===== config.mk =====
export PLATFORM = sky130hd
export DESIGN_NAME = gmii_rx_deframer
export DESIGN_NICKNAME = d
export VERILOG_FILES = /design/src/rtl/gmii_pkg.sv /design/src/rtl/crc32_d8.sv /design/src/rtl/gmii_rx_deframer.sv
export SDC_FILE = /design/constraint.sdc
export NUM_CORES = 1
export LEC_CHECK = 0
export BUFFER_PORTS_ARGS = -buffer_cell sky130_fd_sc_hd__clkbuf_2
export CORE_ASPECT_RATIO = 0.75
export CORE_UTILIZATION = 35
export CTS_CLUSTER_SIZE = 10
export DETAILED_ROUTE_END_ITERATION = 10
export GPL_TIMING_DRIVEN = 0
export PLACE_DENSITY = 0.51
export SKIP_LAST_GASP = 1
export SYNTH_ARGS = -nofsm -noshare
export SYNTH_HDL_FRONTEND = slang
export SYNTH_SLANG_ARGS = --single-unit

===== constraint.sdc =====
create_clock -name gmii_rxclk -period 2.6 [get_ports gmii_rxclk]
set_clock_uncertainty 0.1 [all_clocks]
set_input_delay 0.13 -clock gmii_rxclk [delete_from_list [all_inputs] [get_ports gmii_rxclk]]
set_output_delay 0.13 -clock gmii_rxclk [all_outputs]
set_load 0.1 [all_outputs]

===== src/rtl/gmii_pkg.sv =====
// Shared definitions for the GMII receive deframer: FSM encoding, framing bytes and the
// CRC-32 constants. The helper folds one byte into an MSB-first CRC register, LSB of the byte first.
package gmii_pkg;

  typedef enum logic [1:0] {
    StIdle,
    StPreamble,
    StData,
    StDrop
  } rx_state_e;

  localparam logic [7:0]  GMII_PREAMBLE = 8'h55;
  localparam logic [7:0]  GMII_SFD      = 8'hD5;
  localparam logic [31:0] CRC32_POLY    = 32'h04C11DB7;
  localparam logic [31:0] CRC32_RESIDUE = 32'hC704DD7B;

  function automatic logic [31:0] crc32_step8(input logic [31:0] crc, input logic [7:0] d);
    logic [31:0] c;
    c = crc;
    for (int i = 0; i < 8; i++) begin
      if (c[31] ^ d[i]) c = {c[30:0], 1'b0} ^ CRC32_POLY;
      else              c = {c[30:0], 1'b0};
    end
    return c;
  endfunction

endpackage


===== src/rtl/crc32_d8.sv =====
// Byte-wide Ethernet CRC-32 register with synchronous init and enable. Over a frame that
// includes its FCS the register settles at CRC32_RESIDUE.
module crc32_d8
  import gmii_pkg::*;
(
  input  logic        clk_i,
  input  logic        rst_ni,
  input  logic        init_i,
  input  logic        en_i,
  input  logic [7:0]  data_i,
  output logic [31:0] crc_o
);

  logic [31:0] crc_d, crc_q;

  always_comb begin
    crc_d = crc_q;
    if (init_i)    crc_d = '1;
    else if (en_i) crc_d = crc32_step8(crc_q, data_i);
  end

  always_ff @(posedge clk_i or negedge rst_ni) begin
    if (!rst_ni) crc_q <= '1;
    else         crc_q <= crc_d;
  end

  assign crc_o = crc_q;

endmodule


===== src/rtl/gmii_rx_deframer.sv =====
// GMII receive deframer: strips preamble/SFD, delays frame bytes by one to flag eof, runt-checks
// and counts frames. Define GMII_RX_DEFRAMER_CRC_CHECK_EN to add the FCS residue check.
module gmii_rx_deframer
  import gmii_pkg::*;
#(
  parameter int unsigned MIN_FRAME_LEN = 64,
  parameter int unsigned MAX_PREAMBLE  = 7
) (
  input  logic        gmii_rxclk,
  input  logic        rst_n,
  input  logic        gmii_rxctrl,
  input  logic [7:0]  gmii_rxdata,
  output logic        rx_valid,
  output logic [7:0]  rx_data,
  output logic        rx_sof,
  output logic        rx_eof,
  output logic        rx_err,
  output logic [15:0] rx_len,
  output logic [31:0] frame_cnt,
  output logic [15:0] drop_cnt
);

  localparam int unsigned PreW = (MAX_PREAMBLE < 2) ? 1 : $clog2(MAX_PREAMBLE + 1);

  rx_state_e       state_d, state_q;
  logic [PreW-1:0] pre_cnt_d, pre_cnt_q;
  logic [7:0]      hold_d, hold_q;
  logic            hold_vld_d, hold_vld_q;
  logic            sof_pend_d, sof_pend_q;
  logic [15:0]     len_d, len_q;
  logic            valid_d, valid_q, sof_d, sof_q, eof_d, eof_q, err_d, err_q;
  logic [7:0]      data_d, data_q;
  logic [15:0]     rx_len_d, rx_len_q;
  logic [31:0]     frame_cnt_d, frame_cnt_q;
  logic [15:0]     drop_cnt_d, drop_cnt_q;
  logic            drop_inc, crc_err, frame_err;

`ifdef GMII_RX_DEFRAMER_CRC_CHECK_EN
  logic [31:0] crc_val;

  crc32_d8 u_crc (
    .clk_i  (gmii_rxclk),
    .rst_ni (rst_n),
    .init_i (state_q != StData),
    .en_i   ((state_q == StData) && gmii_rxctrl),
    .data_i (gmii_rxdata),
    .crc_o  (crc_val)
  );

  assign crc_err = (crc_val != CRC32_RESIDUE);
`else
  assign crc_err = 1'b0;
`endif

  assign frame_err = (len_q < 16'(MIN_FRAME_LEN)) || crc_err;

  always_comb begin
    state_d     = state_q;
    pre_cnt_d   = pre_cnt_q;
    hold_d      = hold_q;
    hold_vld_d  = hold_vld_q;
    sof_pend_d  = sof_pend_q;
    len_d       = len_q;
    valid_d     = 1'b0;
    sof_d       = 1'b0;
    eof_d       = 1'b0;
    err_d       = 1'b0;
    data_d      = data_q;
    rx_len_d    = rx_len_q;
    frame_cnt_d = frame_cnt_q;
    drop_inc    = 1'b0;

    unique case (state_q)
      StIdle: begin
        hold_vld_d = 1'b0;
        if (gmii_rxctrl) begin
          if (gmii_rxdata == GMII_PREAMBLE) begin
            state_d   = StPreamble;
            pre_cnt_d = PreW'(1);
          end else begin
            state_d  = StDrop;
            drop_inc = 1'b1;
          end
        end
      end
      StPreamble: begin
        if (!gmii_rxctrl) begin
          state_d  = StIdle;
          drop_inc = 1'b1;
        end else if (gmii_rxdata == GMII_PREAMBLE) begin
          if (pre_cnt_q < PreW'(MAX_PREAMBLE)) begin
            pre_cnt_d = pre_cnt_q + 1'b1;
          end else begin
            state_d  = StDrop;
            drop_inc = 1'b1;
          end
        end else if (gmii_rxdata == GMII_SFD) begin
          state_d    = StData;
          hold_vld_d = 1'b0;
          sof_pend_d = 1'b1;
          len_d      = '0;
        end else begin
          state_d  = StDrop;
          drop_inc = 1'b1;
        end
      end
      StData: begin
        // The held byte goes out only once we know whether another byte follows it.
        if (hold_vld_q) begin
          valid_d = 1'b1;
          data_d  = hold_q;
          sof_d   = sof_pend_q;
        end
        if (gmii_rxctrl) begin
          if (hold_vld_q) sof_pend_d = 1'b0;
          hold_d     = gmii_rxdata;
          hold_vld_d = 1'b1;
          if (len_q != 16'hFFFF) len_d = len_q + 16'd1;
        end else begin
          state_d    = StIdle;
          hold_vld_d = 1'b0;
          if (hold_vld_q) begin
            eof_d    = 1'b1;
            err_d    = frame_err;
            rx_len_d = len_q;
            if (!frame_err) frame_cnt_d = frame_cnt_q + 32'd1;
          end else begin
            drop_inc = 1'b1;
          end
        end
      end
      StDrop: begin
        if (!gmii_rxctrl) state_d = StIdle;
      end
      default: state_d = StIdle;
    endcase

    drop_cnt_d = (drop_inc && (drop_cnt_q != 16'hFFFF)) ? drop_cnt_q + 16'd1 : drop_cnt_q;
  end

  always_ff @(posedge gmii_rxclk or negedge rst_n) begin
    if (!rst_n) begin
      state_q     <= StIdle;
      pre_cnt_q   <= '0;
      hold_q      <= '0;
      hold_vld_q  <= 1'b0;
      sof_pend_q  <= 1'b0;
      len_q       <= '0;
      valid_q     <= 1'b0;
      sof_q       <= 1'b0;
      eof_q       <= 1'b0;
      err_q       <= 1'b0;
      data_q      <= '0;
      rx_len_q    <= '0;
      frame_cnt_q <= '0;
      drop_cnt_q  <= '0;
    end else begin
      state_q     <= state_d;
      pre_cnt_q   <= pre_cnt_d;
      hold_q      <= hold_d;
      hold_vld_q  <= hold_vld_d;
      sof_pend_q  <= sof_pend_d;
      len_q       <= len_d;
      valid_q     <= valid_d;
      sof_q       <= sof_d;
      eof_q       <= eof_d;
      err_q       <= err_d;
      data_q      <= data_d;
      rx_len_q    <= rx_len_d;
      frame_cnt_q <= frame_cnt_d;
      drop_cnt_q  <= drop_cnt_d;
    end
  end

  assign rx_valid  = valid_q;
  assign rx_data   = data_q;
  assign rx_sof    = sof_q;
  assign rx_eof    = eof_q;
  assign rx_err    = err_q;
  assign rx_len    = rx_len_q;
  assign frame_cnt = frame_cnt_q;
  assign drop_cnt  = drop_cnt_q;

endmodule


After elaboration in Yosys (flattened, before gate mapping)
Index checks and enable logic that the tools add are counted.
W data, S select, Z words.
{ "op_classes": {"addsub": 4, "n_lt_le_gt_ge": 2, "eq_ne": 19, "n_mux": 49, "bitwise": 2, "n_reduce_logical": 15} }
{ "ops": {"columns": ["operator", "count"], "rows": [
  ["$mux W16", 5],
  ["$add A16 B1 Y16 const B", 2],
  ["$add A32 B1 Y32 const B", 1],
  ["$ne A16 B16 Y1 const B", 2],
  ["$pmux W16 S2", 1],
  ["$mux W1", 27],
  ["$ne A2 B2 Y1 const B", 11],
  ["$reduce_and A6 Y1", 3],
  ["$lt A16 B7 Y1 const B", 1],
  ["$mux W3", 5],
  ["$mux W2", 6],
  ["$eq A8 B7 Y1 const B", 1],
  ["$eq A8 B8 Y1 const B", 1],
  ["$reduce_and A4 Y1", 2],
  ["$pmux W1 S3", 2],
  ["$pmux W2 S3", 1],
  ["$pmux W3 S2", 1],
  ["$reduce_and A3 Y1", 2],
  ["$eq A2 B2 Y1 const B", 2],
  ["$ne A4 B4 Y1 const B", 1],
  ["$reduce_and A2 Y1", 2],
  ["$reduce_bool A2 Y1", 2],
  ["$add A3 B1 Y3 const B", 1],
  ["$lt A3 B3 Y1 const B", 1],
  ["7 further kinds", 8]
]} }
{ "word_totals": {"regBits": 107, "inputBits": 11, "out_inout_bits": 76, "word_cells": 105} }

Depth between registers and ports, before layout
Gate-level depths: netlist of the first run.
{ "depth": {"depth_word": 6, "mapped_depth": 8, "mapped_depth_nobuf": 6} }

Least setup slack after synthesis of the first run
No wires, ideal clock.
{ "synth_path": {"path_type": "register to register", "start": "register frame_cnt_q[0], in the netlist frame_cnt[0]", "end": "register frame_cnt_q[28], in the netlist frame_cnt[28]", "setup_ns": 0.159, "arrival_time_ns": 2.374, "t_required_ns": 2.341, "path_slack_ns": -0.033, "stages_incl_launch_ff": 8, "n_path_buf": 1, "period_less_slack_ns": 2.633, "cell_sequence": "dfrtp_1 > ha_1 > nand2_1 > a311oi_1 > and3_1 > buf_2 > nand4_1 > xnor2_1"} }
{ "synth_between": {"elab_chain_len": 1} }
{ "synth_rtl": {"columns": ["element", "line", "text"], "rows": [
  ["start: declaration", "gmii_rx_deframer.sv:34", "logic [31:0] frame_cnt_d, frame_cnt_q;"],
  ["start signal: assignment", "gmii_rx_deframer.sv:170", "frame_cnt_q <= frame_cnt_d;"],
  ["$add A32 B1 Y32", "gmii_rx_deframer.sv:126", "if (!frame_err) frame_cnt_d = frame_cnt_q + 32'd1;"]
]} }
Every way passes these cells.
A chain may end at the register's enable or synchronous reset.

Worst setup path in the final report of the first run
{ "layout_path": {"start": "input gmii_rxdata[0]", "end": "register len_q[0]"} }
{ "layout_between": {"elab_chain_len": 3, "word_cells_on_any_way": 5, "cone_classes": "eq/ne (4); reduce/logical (1)"} }
{ "layout_rtl": {"columns": ["element", "line", "text"], "rows": [
  ["start: declaration", "gmii_rx_deframer.sv:12", "input logic [7:0] gmii_rxdata,"],
  ["$eq A8 B8 Y1 or $eq A8 B7 Y1 (tied branches)", "gmii_rx_deframer.sv:97, gmii_rx_deframer.sv:90", null],
  ["$ne A2 B2 Y1 (no source line)", null, null],
  ["$reduce_and A6 Y1 (no source line) (*)", null, null],
  ["end signal: assignment", "gmii_rx_deframer.sv:163", "len_q <= len_d;"],
  ["end: declaration", "gmii_rx_deframer.sv:30", "logic [15:0] len_d, len_q;"]
]} }
Mark *: on every way between the ends. The rest lies on a longest branch, timed or not.

==> flow_summary.ini, run 1 <==
[drt]
wire_per_inst_um = 15.1
ant_nets = 0
dr_total_vias = 3790
via_count_normalized_by_instance_count = 5.20
highest-signal-layer = met4
total_routed_wire_length_on_the_met1_layer_um = 5840
wl_met3_um = 533
detail_route.first_pass.iterations = 6
drt_wl_total_um = 11000
post-route-drc-count = 0
dr.first_iter.drc_count = 210
detailroute.wirelength.met2_um = 4530

[worst_hold_path]
worst_hold_startpoint = gmii_rxdata[7]
hold_class = input pin to flip-flop
holdPathEnd = hold_q[7]
hold-path-cell-count = 2

[clock_tree]
cts_num_sinks = 107
clk-insertion-delay-late_ps = 350
cts_setup_buffers = 0
clock-root-buffer = sky130_fd_sc_hd__clkbuf_16
htreeDepth = 3
cts-root-to-sink-buffers = 2
numCtsBuffers = 9
clock_pin_slew_of_the_registers_on_the_worst_case_setup_and_hold_paths_ps = 70
cts_tree = done

[final_layout]
area_occupied_by_multi_input_gates_sq_mm = 0.00222
regArea_sq_mm = 0.00268
insertedDiodeCount = 0
layout.filler_cells = 1347
design_area_sq_mm = 0.00603
layout.core_utilization = 0.437
flow.area_growth_from_synthesis_pct = 21.3
layout_commonest_cell = sky130_fd_sc_hd__dfrtp_1
layout_common_cells = sky130_fd_sc_hd__dfrtp_1 (105), sky130_fd_sc_hd__clkbuf_2 (87), sky130_fd_sc_hd__nand2_1 (38)
share_of_post_route_cells_with_drive_strength_above_1 = 0.274
nNetsFinal = 564

[power]
switching_share = 0.458
leakage_component_of_the_power_nw = 2.77
comb_power_share = 0.367
vdd.ir_drop.worst_v = 0.000827
power_density_mw_per_mm2 = 904
power_switching_w = 0.00250
seqPwrFrac = 0.390
power_report.internal_total_w = 0.00295
p_clk_frac = 0.242

[global_routing]
wire_length_of_the_first_global_routing_pass_um = 18500
via_count_of_the_first_global_routing_pass = 3615
antenna_found_initial = 0
grt_util_all_layers = 0.156
grt_max_degree = 108
grt_overflow = 0

[critical_path]
reg2reg_to = len_q[0]
start_kind = input pin
critPathArrivalTime_ps = 2680
critical_path_class = input pin to flip-flop
r2r-start = state_q[1]
required_time_worst_endpoint_ps = 2730
reg2reg_slack_ps = 90
r2r.worst_path.cells = 7
critical_path.endpoint_type = flip-flop
critPathMaxFanout = 10

[floorplan]
die_h_um = 105
std_cell_rows = 37
width_of_the_die_um = 140
initial_core_utilization = 0.361
floorplan.core_area_sq_mm = 0.0138
die-area_sq_mm = 0.0147
i_o_pin_total = 87

[place]
dpl_cell_area_sq_mm = 0.00563
place.gp.congestion = 0.782
placement.io_buffers = 86
place.detailed.hpwl_um = 7730

[timing]
setup-violations-final = 0
report.final.slew_viol_count = 0
final.period_utilization = 0.981
max_slew.worst_pin.slew_ps = 855
fmax_mhz = 392
hold-worst-slack_ps = 23.2
finalCriticalPeriod_ps = 2550
timing.max_slew.rel_slack = 0.430
hold_viol_final = 0
unrepaired_setup_endpoints_after_global_routing = true

[logic_synthesis]
postSynthRegisterBits = 107
synth.distinct_cells = 50
synth_seq_area_share = 0.538
number_of_enable_type_register_cells_in_the_synthesized_netlist = 0
synth_area_sq_mm = 0.00497
syn_nets = 459
postSynthAreaPerCell_sq_um = 11.2
synth_top_area_frac = 0.538
synth.area.top_cells = sky130_fd_sc_hd__dfrtp_1 (54%), sky130_fd_sc_hd__mux2_2 (7.7%), sky130_fd_sc_hd__xnor2_1 (4.9%)
synthFlopType = sky130_fd_sc_hd__dfrtp_1
netlist.top_cell.by_area = sky130_fd_sc_hd__dfrtp_1
syn-instance-count = 444
ys.warnings.count = 0
synth_async_sr_flop_share = 1.00

[run_status]
status = completed

[run]
max-cap-violations = 0
sequential cells by signal, indices dropped and copies added, names as in the netlist, 2 cells and up:
signal     count
drop_cnt      16
frame_cnt     32
hold_q         8
len_q         16
pre_cnt_q      3
rx_data        8
rx_len        16
state_q        2
cells in the mapped netlist, drive strengths merged, types with 10 or more instances:
library cell / instances
nor3: 13
and4: 10
xor2: 17
nand4: 14
mux2: 34
a21oi: 14
clkbuf: 10
and3: 15
xnor2: 28
nor2: 14
dfrtp: 107
nand2: 38
nand3: 32
critical path, stage by stage:
cell                            delay [ps]
sky130_fd_sc_hd__dlygate4sd3_1         530
sky130_fd_sc_hd__clkbuf_2              130
sky130_fd_sc_hd__nor2b_1               140
sky130_fd_sc_hd__and4_1                240
sky130_fd_sc_hd__o22ai_1               360
sky130_fd_sc_hd__clkbuf_1              380
sky130_fd_sc_hd__clkbuf_1              410
sky130_fd_sc_hd__nor4_1                110
sky130_fd_sc_hd__a211o_1               240
logic make-up (layout without fill, tap and decap cells):
group | after synthesis | after routing | synth area share
simple gates | 182 | 182 | 0.209
mux | 37 | 37 | 0.0830
xor+xnor | 45 | 45 | 0.0792
fa+ha+maj | 4 | 4 | 0.0101
buf+inv | 24 | 134 | 0.0206
flops | 107 | 107 | 0.538
compound gates | 45 | 45 | 0.0601
per-stage QoR:
stage,setup WS (ps),TNS [ps],total power [W],instances
final,50.4,0,0.00545,729
after CTS,23.8,0,0.00552,729
after detailed placement,-41.5,-265,0.00417,705
after global placement,-518,-30860,0.00415,705
after floorplan,28.7,0,0.00379,444
after global routing,-59.6,-259,0.00570,729
area by class of cell:
type | instances | share of cell area
Buffer | 16 | 0.0124
Clock buffer | 10 | 0.0396
Clock inverter | 6 | 0.00830
Inverter | 8 | 0.00498
Multi-Input combinational cell | 313 | 0.368
Sequential cell | 107 | 0.444
Tap cell | 175 | 0.0363
Timing Repair Buffer | 94 | 0.0861
power groups by stage:
| stage | registers, W | logic, W | clock network, W |
|---|---|---|---|
| after global routing | 0.00217 | 0.00209 | 0.00143 |
| after detailed placement | 0.00216 | 0.00201 | 0 |
| after CTS | 0.00213 | 0.00202 | 0.00137 |
| after global placement | 0.00215 | 0.00200 | 0 |
| after floorplan | 0.00342 | 0.000373 | 0 |
| final | 0.00213 | 0.00200 | 0.00132 |
routing by layer:
layer	track usage	up-vias
met4	0.0353	0
met1	0.232	1859
met2	0.224	80
li1	-	1844
met5	0	-
met3	0.0441	7
what timing repair did:
action	4_1_cts	5_1_grt
endpoints found under the setup margin	10	23
hold buffers	8	0
gates resized for setup	1	7
hold endpoints to repair	114	0
worst max path at each step:
stage                     slack [ps]  cells past startpoint      startpoint           end
after floorplan                   30                      5     drop_cnt[7]   drop_cnt[1]
after global placement          -520                      1           rst_n  frame_cnt[1]
after detailed placement         -40                      8      state_q[0]   drop_cnt[5]
after CTS                         20                      8      state_q[0]      len_q[0]
after global routing             -60                      9  gmii_rxdata[0]      len_q[0]
final                             50                      9  gmii_rxdata[0]      len_q[0]
No activity file was read; power rests on OpenSTA's default activity.
==> run 2: changes to the inputs <==
--- a/config.mk
+++ b/config.mk
@@ -12,6 +12,7 @@
 export DETAILED_ROUTE_END_ITERATION = 10
 export GPL_TIMING_DRIVEN = 0
 export PLACE_DENSITY = 0.51
+export SKIP_CTS_REPAIR_TIMING = 1
 export SKIP_LAST_GASP = 1
 export SYNTH_ARGS = -nofsm -noshare
 export SYNTH_HDL_FRONTEND = slang
==> constraint.sdc (replaced) <==
create_clock -name gmii_rxclk -period 2.6 [get_ports gmii_rxclk]
set_clock_uncertainty 0.1 [all_clocks]
set_input_delay 0.26 -clock gmii_rxclk [delete_from_list [all_inputs] [get_ports gmii_rxclk]]
set_output_delay 0.26 -clock gmii_rxclk [all_outputs]
set_load 0.1 [all_outputs]
==> flow_summary.ini, run 2 (synthesis gave the netlist of run 1 again) <==
[clock_tree]
numCtsBuffers = 9
clock_pin_slew_of_the_registers_on_the_worst_case_setup_and_hold_paths_ps = 70
cts-root-to-sink-buffers = 2
cts_num_sinks = 107
clock-root-buffer = sky130_fd_sc_hd__clkbuf_16
clk-insertion-delay-late_ps = 350
cts_tree = done
htreeDepth = 3

[timing]
final.period_utilization = 0.951
max_slew.worst_pin.slew_ps = 889
setup-violations-final = 0
unrepaired_setup_endpoints_after_global_routing = true
timing.max_slew.rel_slack = 0.407
finalCriticalPeriod_ps = 2470
fmax_mhz = 404
report.final.slew_viol_count = 0
hold-worst-slack_ps = 79.7
hold_viol_final = 0
finalWorstSetupSlack_ps = 127

[floorplan]
width_of_the_die_um = 140
i_o_pin_total = 87
floorplan.core_area_sq_mm = 0.0138
initial_core_utilization = 0.361
die_h_um = 105
std_cell_rows = 37
die-area_sq_mm = 0.0147

[drt]
dr_total_vias = 3751
dr.first_iter.drc_count = 203
detail_route.first_pass.iterations = 4
wl_met3_um = 551
total_routed_wire_length_on_the_met1_layer_um = 5790
drt_wl_total_um = 10900
via_count_normalized_by_instance_count = 5.20
wire_per_inst_um = 15.1
ant_nets = 0
post-route-drc-count = 0
detailroute.wirelength.met2_um = 4500
highest-signal-layer = met4

[critical_path]
critical-path-top-cell-by-count = sky130_fd_sc_hd__clkbuf_1
critPathMaxStageDelay_ps = 420
cp_slowest_cell = sky130_fd_sc_hd__dfrtp_1
critPathArrivalTime_ps = 2600
path_cells = nand2b_1 -> clkbuf_1 -> o22ai_1 -> clkbuf_1 -> clkbuf_1 -> nor4_1 -> a211o_1
critical_path.endpoint_type = flip-flop
required_time_worst_endpoint_ps = 2730
critical_path_class = flip-flop to flip-flop
start_kind = flip-flop
critPathMaxFanout = 10

[global_routing]
antenna_found_initial = 0
wire_length_of_the_first_global_routing_pass_um = 18400
grt_overflow = 0
grt_util_all_layers = 0.156
via_count_of_the_first_global_routing_pass = 3599
grt_max_degree = 108

[power]
switching_share = 0.459
power_density_mw_per_mm2 = 913
comb_power_share = 0.366
overall_power_of_the_completed_layout_w = 0.00544
p_clk_frac = 0.243
vdd.ir_drop.worst_v = 0.000827
leakage_component_of_the_power_nw = 2.74
power_report.internal_total_w = 0.00295
power_switching_w = 0.00250
seqPwrFrac = 0.391

[final_layout]
design_area_sq_mm = 0.00596
flip_flop_count_of_the_largest_register_all_copies_and_words_added = 32
share_of_post_route_cells_with_drive_strength_above_1 = 0.278
layout.core_utilization = 0.432
flow.area_growth_from_synthesis_pct = 19.8
nNetsFinal = 557
insertedDiodeCount = 0
layout_commonest_cell = sky130_fd_sc_hd__dfrtp_1
layout_common_cells = sky130_fd_sc_hd__dfrtp_1 (105), sky130_fd_sc_hd__clkbuf_2 (87), sky130_fd_sc_hd__nand2_1 (38)

[place]
place.gp.congestion = 0.782
placement.io_buffers = 86
placement.setup.worst_slack_ps = -41.5
dpl_cell_area_sq_mm = 0.00563
place.detailed.hpwl_um = 7730

[run_status]
status = completed

[run]
max-cap-violations = 0

[worst_hold_path]
hold_class = input pin to flip-flop
[run 2: changes by cell type in the layout (fill, tap and decap cells not counted), sizes merged]
cell / change
dlygate4sd3: -7
[run 2: per-stage QoR]
step / setup TNS [ps] / cells
floorplan: 0 / 444
finish: 0 / 722
global route: -257 / 722
CTS: -395 / 721
global placement: -44770 / 705
detailed placement: -265 / 705
[run 2: area by class of cell]
cell class / count / area (sq um)
tap: 175 / 219
clock buffer: 10 / 239
fill: 1353 / 7840
buffer: 16 / 75.1
multi-input combinational: 313 / 2220
inverter: 8 / 30.0
clock inverter: 6 / 50.0
sequential: 107 / 2680
timing repair buffer: 87 / 449
[run 2: power by group through the flow]
stage                     registers [W]  clock network [W]  logic [W]
after floorplan                 0.00342                  0   0.000373
after global placement          0.00215                  0    0.00200
after detailed placement        0.00216                  0    0.00201
after CTS                       0.00213            0.00137    0.00201
after global routing            0.00217            0.00143    0.00208
final                           0.00213            0.00132    0.00199
[run 2: critical path: cells and delay by family, from the launching register on]
family	cells	cell delay, ps
AO/OA/AOI/OAI	2	600
buffers and inverters	3	990
flip-flops	1	420
AND/OR/NAND/NOR	2	260
[run 2: routing by layer]
layer  track usage  up-vias
met1         0.232     1836
met4        0.0353        0
li1              -     1826
met5             0        -
met2         0.223       80
met3        0.0441        9
[run 2: final timing paths]
| path | from | endpoint | slack [ps] | depth (start not counted) |
|---|---|---|---|---|
| max | state_q[1] | len_q[0] | 130 | 7 |
| min | gmii_rxdata[2] | hold_q[2] | 80 | 2 |
| max reg2reg | state_q[1] | len_q[0] | 130 | 7 |
| min reg2reg | frame_cnt[31] | frame_cnt[31] | 380 | 1 |
| max in group asynchronous | rst_n | frame_cnt[1] | 1220 | 2 |
| min in group asynchronous | rst_n | rx_valid | 460 | 2 |
